[config.mk]
export PLATFORM = sky130hd
export DESIGN_NAME = apb_requester_flat
export DESIGN_NICKNAME = d
export VERILOG_FILES = /design/src/rtl/apb_requester_pkg.sv /design/src/rtl/apb_requester_if.sv /design/src/rtl/apb_wait_timer.sv /design/src/rtl/apb_requester.sv /design/src/flat_wrapper.sv
export SDC_FILE = /design/constraint.sdc
export NUM_CORES = 1
export LEC_CHECK = 0
export CAP_MARGIN = 0
export CELL_PAD_IN_SITES_DETAIL_PLACEMENT = 1
export CELL_PAD_IN_SITES_GLOBAL_PLACEMENT = 1
export CORE_MARGIN = 3
export CORE_UTILIZATION = 30
export CTS_CLUSTER_DIAMETER = 100
export CTS_CLUSTER_SIZE = 28
export DETAILED_ROUTE_END_ITERATION = 10
export GPL_TIMING_DRIVEN = 0
export PLACE_DENSITY = 0.74
export SLEW_MARGIN = 20
export SYNTH_ARGS = -nofsm -noshare
export SYNTH_HDL_FRONTEND = slang
export SYNTH_SLANG_ARGS = --single-unit
export TNS_END_PERCENT = 100
[constraint.sdc]
create_clock -name PCLK -period 3.4 [get_ports PCLK]
set_input_delay 0.68 -clock PCLK [delete_from_list [all_inputs] [get_ports PCLK]]
set_output_delay 0.68 -clock PCLK [all_outputs]
set_load 0.1 [all_outputs]
[src/rtl/apb_requester_pkg.sv]
// rtl/apb_requester_pkg.sv - shared debugger APB types, widths and register map
package apb_requester_pkg;

    typedef enum logic [1:0] {
        ST_IDLE   = 2'd0,
        ST_SETUP  = 2'd1,
        ST_ACCESS = 2'd2,
        ST_RESP   = 2'd3
    } apb_state_t;

    localparam int APB_ADDR_W = 5;
    localparam int APB_DATA_W = 8;

    localparam logic [APB_ADDR_W-1:0] REG_STATUS_ADDR     = 5'h00;
    localparam logic [APB_ADDR_W-1:0] REG_CONTROL_ADDR    = 5'h01;
    localparam logic [APB_ADDR_W-1:0] REG_MEM_WINDOW_ADDR = 5'h10;

    // A zero timeout still needs a one-bit counter so the port widths stay legal.
    function automatic int wait_cnt_width(input int timeout);
        return (timeout < 1) ? 1 : $clog2(timeout + 1);
    endfunction

endpackage

[src/rtl/apb_requester_if.sv]
// rtl/apb_requester_if.sv - command/response channels plus APB bus of the debugger requester
interface apb_requester_if #(
    parameter int ADDR_W = apb_requester_pkg::APB_ADDR_W,
    parameter int DATA_W = apb_requester_pkg::APB_DATA_W
);
    logic              CMD_VALID;
    logic              CMD_READY;
    logic              CMD_WRITE;
    logic [ADDR_W-1:0] CMD_ADDR;
    logic [DATA_W-1:0] CMD_WDATA;
    logic              RSP_VALID;
    logic              RSP_READY;
    logic [DATA_W-1:0] RSP_RDATA;
    logic              RSP_ERR;
    logic              PSEL;
    logic              PENABLE;
    logic              PWRITE;
    logic [ADDR_W-1:0] PADDR;
    logic [DATA_W-1:0] PWDATA;
    logic [DATA_W-1:0] PRDATA;
    logic              PREADY;

    modport master (
        input  CMD_VALID, CMD_WRITE, CMD_ADDR, CMD_WDATA, RSP_READY, PRDATA, PREADY,
        output CMD_READY, RSP_VALID, RSP_RDATA, RSP_ERR, PSEL, PENABLE, PWRITE, PADDR, PWDATA
    );

    modport slave (
        output CMD_VALID, CMD_WRITE, CMD_ADDR, CMD_WDATA, RSP_READY, PRDATA, PREADY,
        input  CMD_READY, RSP_VALID, RSP_RDATA, RSP_ERR, PSEL, PENABLE, PWRITE, PADDR, PWDATA
    );
endinterface

[src/rtl/apb_wait_timer.sv]
// rtl/apb_wait_timer.sv - clearable ACCESS wait counter with timeout-reached flag
module apb_wait_timer import apb_requester_pkg::*; #(
    parameter int TIMEOUT = 15
) (
    input  logic i_clk,
    input  logic i_rst,
    input  logic i_clear,
    input  logic i_inc,
    output logic o_expire
);
    localparam int CNT_W = wait_cnt_width(TIMEOUT);
    localparam logic [CNT_W-1:0] LAST = CNT_W'((TIMEOUT > 0) ? TIMEOUT - 1 : 0);

    logic [CNT_W-1:0] r_count;

    // o_expire marks the TIMEOUT-th stalled cycle, so the abort lands on that same edge.
    always_ff @(posedge i_clk or posedge i_rst) begin
        if (i_rst) begin
            r_count <= '0;
        end else if (i_clear) begin
            r_count <= '0;
        end else if (i_inc && (TIMEOUT != 0) && (r_count != LAST)) begin
            r_count <= r_count + 1'b1;
        end
    end

    assign o_expire = (TIMEOUT != 0) && (r_count == LAST);

endmodule

[src/rtl/apb_requester.sv]
// rtl/apb_requester.sv - single-outstanding APB initiator for the debug transport
module apb_requester import apb_requester_pkg::*; #(
    parameter int ADDR_W  = APB_ADDR_W,
    parameter int DATA_W  = APB_DATA_W,
    parameter int TIMEOUT = 15
) (
    input  logic PCLK,
    input  logic PRESET,
    apb_requester_if.master bus
);
    apb_state_t        r_state;
    logic              r_cmd_ready;
    logic              r_rsp_valid;
    logic [DATA_W-1:0] r_rsp_rdata;
    logic              r_rsp_err;
    logic              r_psel;
    logic              r_penable;
    logic              r_pwrite;
    logic [ADDR_W-1:0] r_paddr;
    logic [DATA_W-1:0] r_pwdata;

    logic w_timer_clear;
    logic w_timer_inc;
    logic w_timeout;

    assign w_timer_clear = (r_state == ST_SETUP);
    assign w_timer_inc   = (r_state == ST_ACCESS) && !bus.PREADY;

    apb_wait_timer #(
        .TIMEOUT (TIMEOUT)
    ) u_wait_timer (
        .i_clk    (PCLK),
        .i_rst    (PRESET),
        .i_clear  (w_timer_clear),
        .i_inc    (w_timer_inc),
        .o_expire (w_timeout)
    );

    // PREADY is tested before the timeout so a late ready still completes normally.
    always_ff @(posedge PCLK or posedge PRESET) begin
        if (PRESET) begin
            r_state     <= ST_IDLE;
            r_cmd_ready <= 1'b1;
            r_rsp_valid <= 1'b0;
            r_rsp_rdata <= '0;
            r_rsp_err   <= 1'b0;
            r_psel      <= 1'b0;
            r_penable   <= 1'b0;
            r_pwrite    <= 1'b0;
            r_paddr     <= '0;
            r_pwdata    <= '0;
        end else begin
            case (r_state)
                ST_IDLE: begin
                    if (bus.CMD_VALID) begin
                        r_pwrite    <= bus.CMD_WRITE;
                        r_paddr     <= bus.CMD_ADDR;
                        r_pwdata    <= bus.CMD_WRITE ? bus.CMD_WDATA : '0;
                        r_psel      <= 1'b1;
                        r_cmd_ready <= 1'b0;
                        r_state     <= ST_SETUP;
                    end
                end
                ST_SETUP: begin
                    r_penable <= 1'b1;
                    r_state   <= ST_ACCESS;
                end
                ST_ACCESS: begin
                    if (bus.PREADY) begin
                        r_rsp_rdata <= r_pwrite ? '0 : bus.PRDATA;
                        r_rsp_err   <= 1'b0;
                        r_psel      <= 1'b0;
                        r_penable   <= 1'b0;
                        r_rsp_valid <= 1'b1;
                        r_state     <= ST_RESP;
                    end else if (w_timeout) begin
                        r_rsp_rdata <= '0;
                        r_rsp_err   <= 1'b1;
                        r_psel      <= 1'b0;
                        r_penable   <= 1'b0;
                        r_rsp_valid <= 1'b1;
                        r_state     <= ST_RESP;
                    end
                end
                ST_RESP: begin
                    if (bus.RSP_READY) begin
                        r_rsp_valid <= 1'b0;
                        r_cmd_ready <= 1'b1;
                        r_state     <= ST_IDLE;
                    end
                end
                default: begin
                    r_state     <= ST_IDLE;
                    r_cmd_ready <= 1'b1;
                    r_rsp_valid <= 1'b0;
                    r_psel      <= 1'b0;
                    r_penable   <= 1'b0;
                end
            endcase
        end
    end

    assign bus.CMD_READY = r_cmd_ready;
    assign bus.RSP_VALID = r_rsp_valid;
    assign bus.RSP_RDATA = r_rsp_rdata;
    assign bus.RSP_ERR   = r_rsp_err;
    assign bus.PSEL      = r_psel;
    assign bus.PENABLE   = r_penable;
    assign bus.PWRITE    = r_pwrite;
    assign bus.PADDR     = r_paddr;
    assign bus.PWDATA    = r_pwdata;

endmodule

[src/flat_wrapper.sv]
// flat-port wrapper written by rule: the top's interface ports become plain ports
module apb_requester_flat import apb_requester_pkg::*;
#(
    parameter int ADDR_W  = APB_ADDR_W,
    parameter int DATA_W  = APB_DATA_W,
    parameter int TIMEOUT = 15
)
  (PCLK, PRESET, bus_CMD_VALID, bus_CMD_WRITE, bus_CMD_ADDR, bus_CMD_WDATA, bus_RSP_READY, bus_PRDATA, bus_PREADY, bus_CMD_READY, bus_RSP_VALID, bus_RSP_RDATA, bus_RSP_ERR, bus_PSEL, bus_PENABLE, bus_PWRITE, bus_PADDR, bus_PWDATA);
  apb_requester_if #(.ADDR_W(ADDR_W), .DATA_W(DATA_W)) bus_i ();
  input  logic PCLK;
  input  logic PRESET;
  input wire logic [$bits(bus_i.CMD_VALID)-1:0] bus_CMD_VALID;
  input wire logic [$bits(bus_i.CMD_WRITE)-1:0] bus_CMD_WRITE;
  input wire logic [$bits(bus_i.CMD_ADDR)-1:0] bus_CMD_ADDR;
  input wire logic [$bits(bus_i.CMD_WDATA)-1:0] bus_CMD_WDATA;
  input wire logic [$bits(bus_i.RSP_READY)-1:0] bus_RSP_READY;
  input wire logic [$bits(bus_i.PRDATA)-1:0] bus_PRDATA;
  input wire logic [$bits(bus_i.PREADY)-1:0] bus_PREADY;
  output wire logic [$bits(bus_i.CMD_READY)-1:0] bus_CMD_READY;
  output wire logic [$bits(bus_i.RSP_VALID)-1:0] bus_RSP_VALID;
  output wire logic [$bits(bus_i.RSP_RDATA)-1:0] bus_RSP_RDATA;
  output wire logic [$bits(bus_i.RSP_ERR)-1:0] bus_RSP_ERR;
  output wire logic [$bits(bus_i.PSEL)-1:0] bus_PSEL;
  output wire logic [$bits(bus_i.PENABLE)-1:0] bus_PENABLE;
  output wire logic [$bits(bus_i.PWRITE)-1:0] bus_PWRITE;
  output wire logic [$bits(bus_i.PADDR)-1:0] bus_PADDR;
  output wire logic [$bits(bus_i.PWDATA)-1:0] bus_PWDATA;
  assign bus_i.CMD_VALID = bus_CMD_VALID;
  assign bus_i.CMD_WRITE = bus_CMD_WRITE;
  assign bus_i.CMD_ADDR = bus_CMD_ADDR;
  assign bus_i.CMD_WDATA = bus_CMD_WDATA;
  assign bus_i.RSP_READY = bus_RSP_READY;
  assign bus_i.PRDATA = bus_PRDATA;
  assign bus_i.PREADY = bus_PREADY;
  assign bus_CMD_READY = bus_i.CMD_READY;
  assign bus_RSP_VALID = bus_i.RSP_VALID;
  assign bus_RSP_RDATA = bus_i.RSP_RDATA;
  assign bus_RSP_ERR = bus_i.RSP_ERR;
  assign bus_PSEL = bus_i.PSEL;
  assign bus_PENABLE = bus_i.PENABLE;
  assign bus_PWRITE = bus_i.PWRITE;
  assign bus_PADDR = bus_i.PADDR;
  assign bus_PWDATA = bus_i.PWDATA;
  apb_requester #(.ADDR_W(ADDR_W), .DATA_W(DATA_W), .TIMEOUT(TIMEOUT)) u_core (.PCLK(PCLK), .PRESET(PRESET), .bus(bus_i));
endmodule
# [Word level (Yosys, flattened, before mapping)]
# Cells that the tools add are included.
[word_totals] regBits=33 romBits=0 elab_cells=61 inputBits=27 out_inout_bits=27 latch_bits=0 ram_bits=0 memories=0
[op_classes] n_div=0 eq_ne=8 shift=0 mux=24 bitwise=0 n_lt_le_gt_ge=0 multipliers=0 addsub=1 n_reduce_logical=17
[ops] op="8-bit 2-to-1 mux" n=4
[ops] op="3-bit AND reduction" n=4
[ops] op="2-bit nonzero test" n=6
[ops] op="1-bit 2-to-1 mux" n=9
[ops] op="2-bit 2-to-1 mux" n=4
[ops] op="4-bit 2-to-1 mux" n=2
[ops] op="1-bit case mux with 2 select lines" n=4
[ops] op="2-bit case mux with 4 select lines" n=1
[ops] op="2-bit AND reduction" n=3
[ops] op="4-bit by 1-bit adder with 4-bit output, second input constant" n=1
[ops] op="2-bit equality test, second input constant" n=2
[ops] op="4-bit equality test, second input constant" n=1
[ops] op="2-bit != test, second input constant" n=2
[ops] op="4-bit != test, second input constant" n=1
[ops] op="3-bit != test, second input constant" n=1
[ops] op="2-bit by 1-bit equality test with 1-bit output, second input constant" n=1
[ops] op="1-bit logical AND" n=2
[ops] op="2-bit logical NOT" n=1
[ops] op="1-bit logical NOT" n=1

# [Depth between registers and ports, before layout]
[depth] word_depth=5 mapped_depth=6 depth_no_buf=5

# [Hierarchy]
# A second synthesis with hierarchy kept.
[hier_totals] cells_unflattened=144 hier_area_um2=1471.4
[by_module_without_submodules] module="apb_requester" area_each_um2=1256.2 cells_per_inst=121 n_inst=1
[by_module_without_submodules] module="apb_wait_timer" area_each_um2=215.2 cells_per_inst=23 n_inst=1

# [Worst setup path after synthesis]
# No wires, ideal clock.
[synth_path] kind="flip-flop to output port" start="reg u_core.r_pwrite, in the netlist u_core.bus.PWRITE" end="out bus_PWRITE" stages_incl_launch_ff=1 path_buffers=0 arrival_ps=973 slack_ps=1747 required_time_ps=2720 path_cell_list="dfrtp_1"
[synth_lines] element="start, declared" line_no="apb_requester.sv:18" text="logic r_pwrite;"
[synth_lines] element="start signal, assigned" line_no="apb_requester.sv:56" text="r_pwrite <= bus.CMD_WRITE;"
[synth_lines] element="end, declared" line_no="flat_wrapper.sv:25" text="output wire logic [$bits(bus_i.PWRITE)-1:0] bus_PWRITE;"
# No word-level cell between the ends.

# [Worst setup path after layout]
[layout_path] start="reg u_core.r_pwrite, in the netlist u_core.bus.PWRITE" end="out bus_PWRITE"
# No word-level cell between the ends.

==> results.md <==
* # hold bufs at CTS at 0
* Max incr delay on CP at 1190 ps
* Drt via density at 4.878
* Initial Utilization at 31.58%
* Global-route wire length before repair at 7058 um
* Die W at 77.22 um
* Post-DP HPWL at 3112 um
* Syn_nets at 169
* WP data arrival at 1970 ps
* Final Cycle Share at 77.99%
* 1st-pass router iterations at 4
* CTS sink cnt at 33
* Most common flop cell mapped by yosys: dfrtp_1
* Post-synthesis cell area at 1521 um2
* CP endpoint kind: primary output
* DRT iter0 DRCs at 96
* Ant. Diodes at 0
* RSZ-0062 raised after global routing: no
* CTS Buffer Depth at 2
* Final nets at 228
* CORE AREA at 4817 um2
* Setup WS post-layout at 748.3 ps
* P&R area growth vs syn at 47.37%
* Vias in the first global route at 1492
* Post-synthesis sequential area ratio at 54.36%
* Worst path slowest cell: clkdlybuf4s50_1
* Minimum clock period at 2652 ps
* Fmax at 377.1 MHz
* Final setup viols at 0
* Synthesized instance count at 135
* Die Area at 5962 um2
* Cell Chain, Critical Path: clkdlybuf4s50_1
* Initial antenna violation count at 0
* Clock-pin slew on the worst setup and hold paths at 70 ps
* Final hold violations at 0
* Total gr overflow at 0
* DRT Wirelength at 4082 um
* Postcts setup bufs at 0
* CP top delay family: buffers and inverters
* FF+latch count, synth at 33
* Site Rows at 25
* Setup TNS at 0 ps
* Vert. Die Dim at 77.22 um
* Fillers at 552
* Number of synthesized flops with an enable pin at 0
* Post-placement setup slack at 1050 ps
* Yosys top cell by area: dfrtp_1
* Via count at 1278
* CP Launch Type: register
* Leading cell type in the layout, fill and taps excluded: clkdlybuf4s50_1
* Most frequent cells in the layout: 52 x clkdlybuf4s50_1, 32 x dfrtp_1, 18 x nand2_1
* Detail Route Antenna Nets at 0
* Crit path max fanout at 10
* Setup CP Type: register to primary output
* Top cell type's share of synthesized area at 52.63%
* HP Class: register to register
* Clk_skew at 5.553 ps
* Worst-margin pin slew at 998.4 ps
* Mean Syn Cell Area at 11.27 um2
* Clock Latency Late Sink at 290 ps
* Post-CTS sizing at 0
* CTS tree: yes
* Result of the run: completed
* GRT Overall Usage at 15.09%
* Slew Limit Fails at 0
* Clk root buf: clkbuf_8
* Yosys cell types at 30
* Number of top-level pins at 54
* Top cells by area, synth: dfrtp_1 53%, ha_1 5.8%, and4b_1 5.3%, a21o_1 4.4%, nand2_1 4.4%
* Drt drc at 0
* CP required at 2720 ps
* Maxcap violations at 0
* RePlAce Congestion at 0.7094
* Worst path bufs/invs at 1
* Proportion of layout cells with a drive suffix above 1 at 10.77%
* Largest net degree at the start of global routing at 34
* Ys Warns at 0
* Port bufs at 52
* Relative slew slack at 33.23%
* Num CTS Buffers at 5
* Asr flop ratio synth at 100.0%
* H-tree levels at 2
* DR WL/cell at 15.58 um
==> Yosys cell counts, drive strengths merged (2+ instances only) <==
cell type / instances
a311oi: 2
nand2b: 2
nand2: 18
clkbuf: 4
dfrtp: 32
and4b: 8
a21oi: 6
nand3: 3
a21o: 9
mux2: 7
buf: 2
inv: 9
ha: 7
nor2: 2
o21ai: 12
==> logic make-up (layout without fill, tap and decap cells) <==
group                    count (synthesis)  in the layout  share of synthesized area (%)
buffers and inverters                   15             75                          3.947
adder cells (fa/ha/maj)                  7              7                          5.756
AND/OR/NAND/NOR                         36             36                          13.57
flip-flops                              33             33                          54.36
AO/OA/AOI/OAI                           37             37                          16.94
multiplexers                             7              7                          5.427
==> final cells by class <==
type / count / area (um2) / area share, %
Buffer: 6 / 26.28 / 1.172
Clock buffer: 7 / 86.33 / 3.850
Clock inverter: 1 / 30.03 / 1.339
Inverter: 9 / 33.78 / 1.507
Multi-Input combinational cell: 87 / 634.4 / 28.29
Sequential cell: 33 / 827.0 / 36.89
Tap cell: 67 / 83.83 / 3.739
Timing Repair Buffer: 52 / 520.5 / 23.21
==> through the flow <==
step	cell area, um2	std cells	hold WS (ps)	util, %
finish	2242	262	477.2	46.55
global route	2242	262	486.3	46.55
CTS	2242	262	480.2	46.55
detailed placement	2126	254	464.5	44.13
global placement	2126	254	457.8	44.13
floorplan	1521	135	470.9	-
==> state kept, by name, summed over array words and instances, names as in the netlist <==
| signal | count |
|---|---|
| u_core.bus.RSP_ERR | 1 |
| u_core.bus.PENABLE | 1 |
| u_core.bus.RSP_RDATA | 8 |
| u_core.bus.PWDATA | 8 |
| u_core.bus.CMD_READY | 1 |
| u_core.r_state | 2 |
| u_core.u_wait_timer.r_count | 4 |
| u_core.bus.PWRITE | 1 |
| u_core.bus.PADDR | 5 |
| u_core.bus.RSP_VALID | 1 |
| u_core.bus.PSEL | 1 |
==> final timing paths <==
kind / from / end / slack, ps / cells past startpoint
setup / recovery: u_core.bus.PWRITE / bus_PWRITE / 750 / 1
hold / removal: u_core.bus.RSP_RDATA[1] / u_core.bus.RSP_RDATA[1] / 480 / 1
setup reg to reg: u_core.r_state[0] / u_core.u_wait_timer.r_count[3] / 1630 / 5
hold reg to reg: u_core.bus.RSP_RDATA[1] / u_core.bus.RSP_RDATA[1] / 480 / 1
max in group asynchronous: PRESET / u_core.bus.PWDATA[4] / 2130 / 2
min in group asynchronous: PRESET / u_core.bus.PSEL / 820 / 2
==> routing by layer <==
| layer | global-route usage [%] | part of all wire [%] | vias up |
|---|---|---|---|
| li1 | - | - | 598 |
| met1 | 16.85 | 42 | 616 |
| met2 | 24.09 | 47 | 53 |
| met3 | 6.221 | 8.5 | 11 |
| met4 | 8.719 | 2.9 | 0 |
| met5 | 0 | 0 | - |
Power is not shown: default switching activity piles up to over one toggle a cycle in this logic, so the estimate is an artifact.
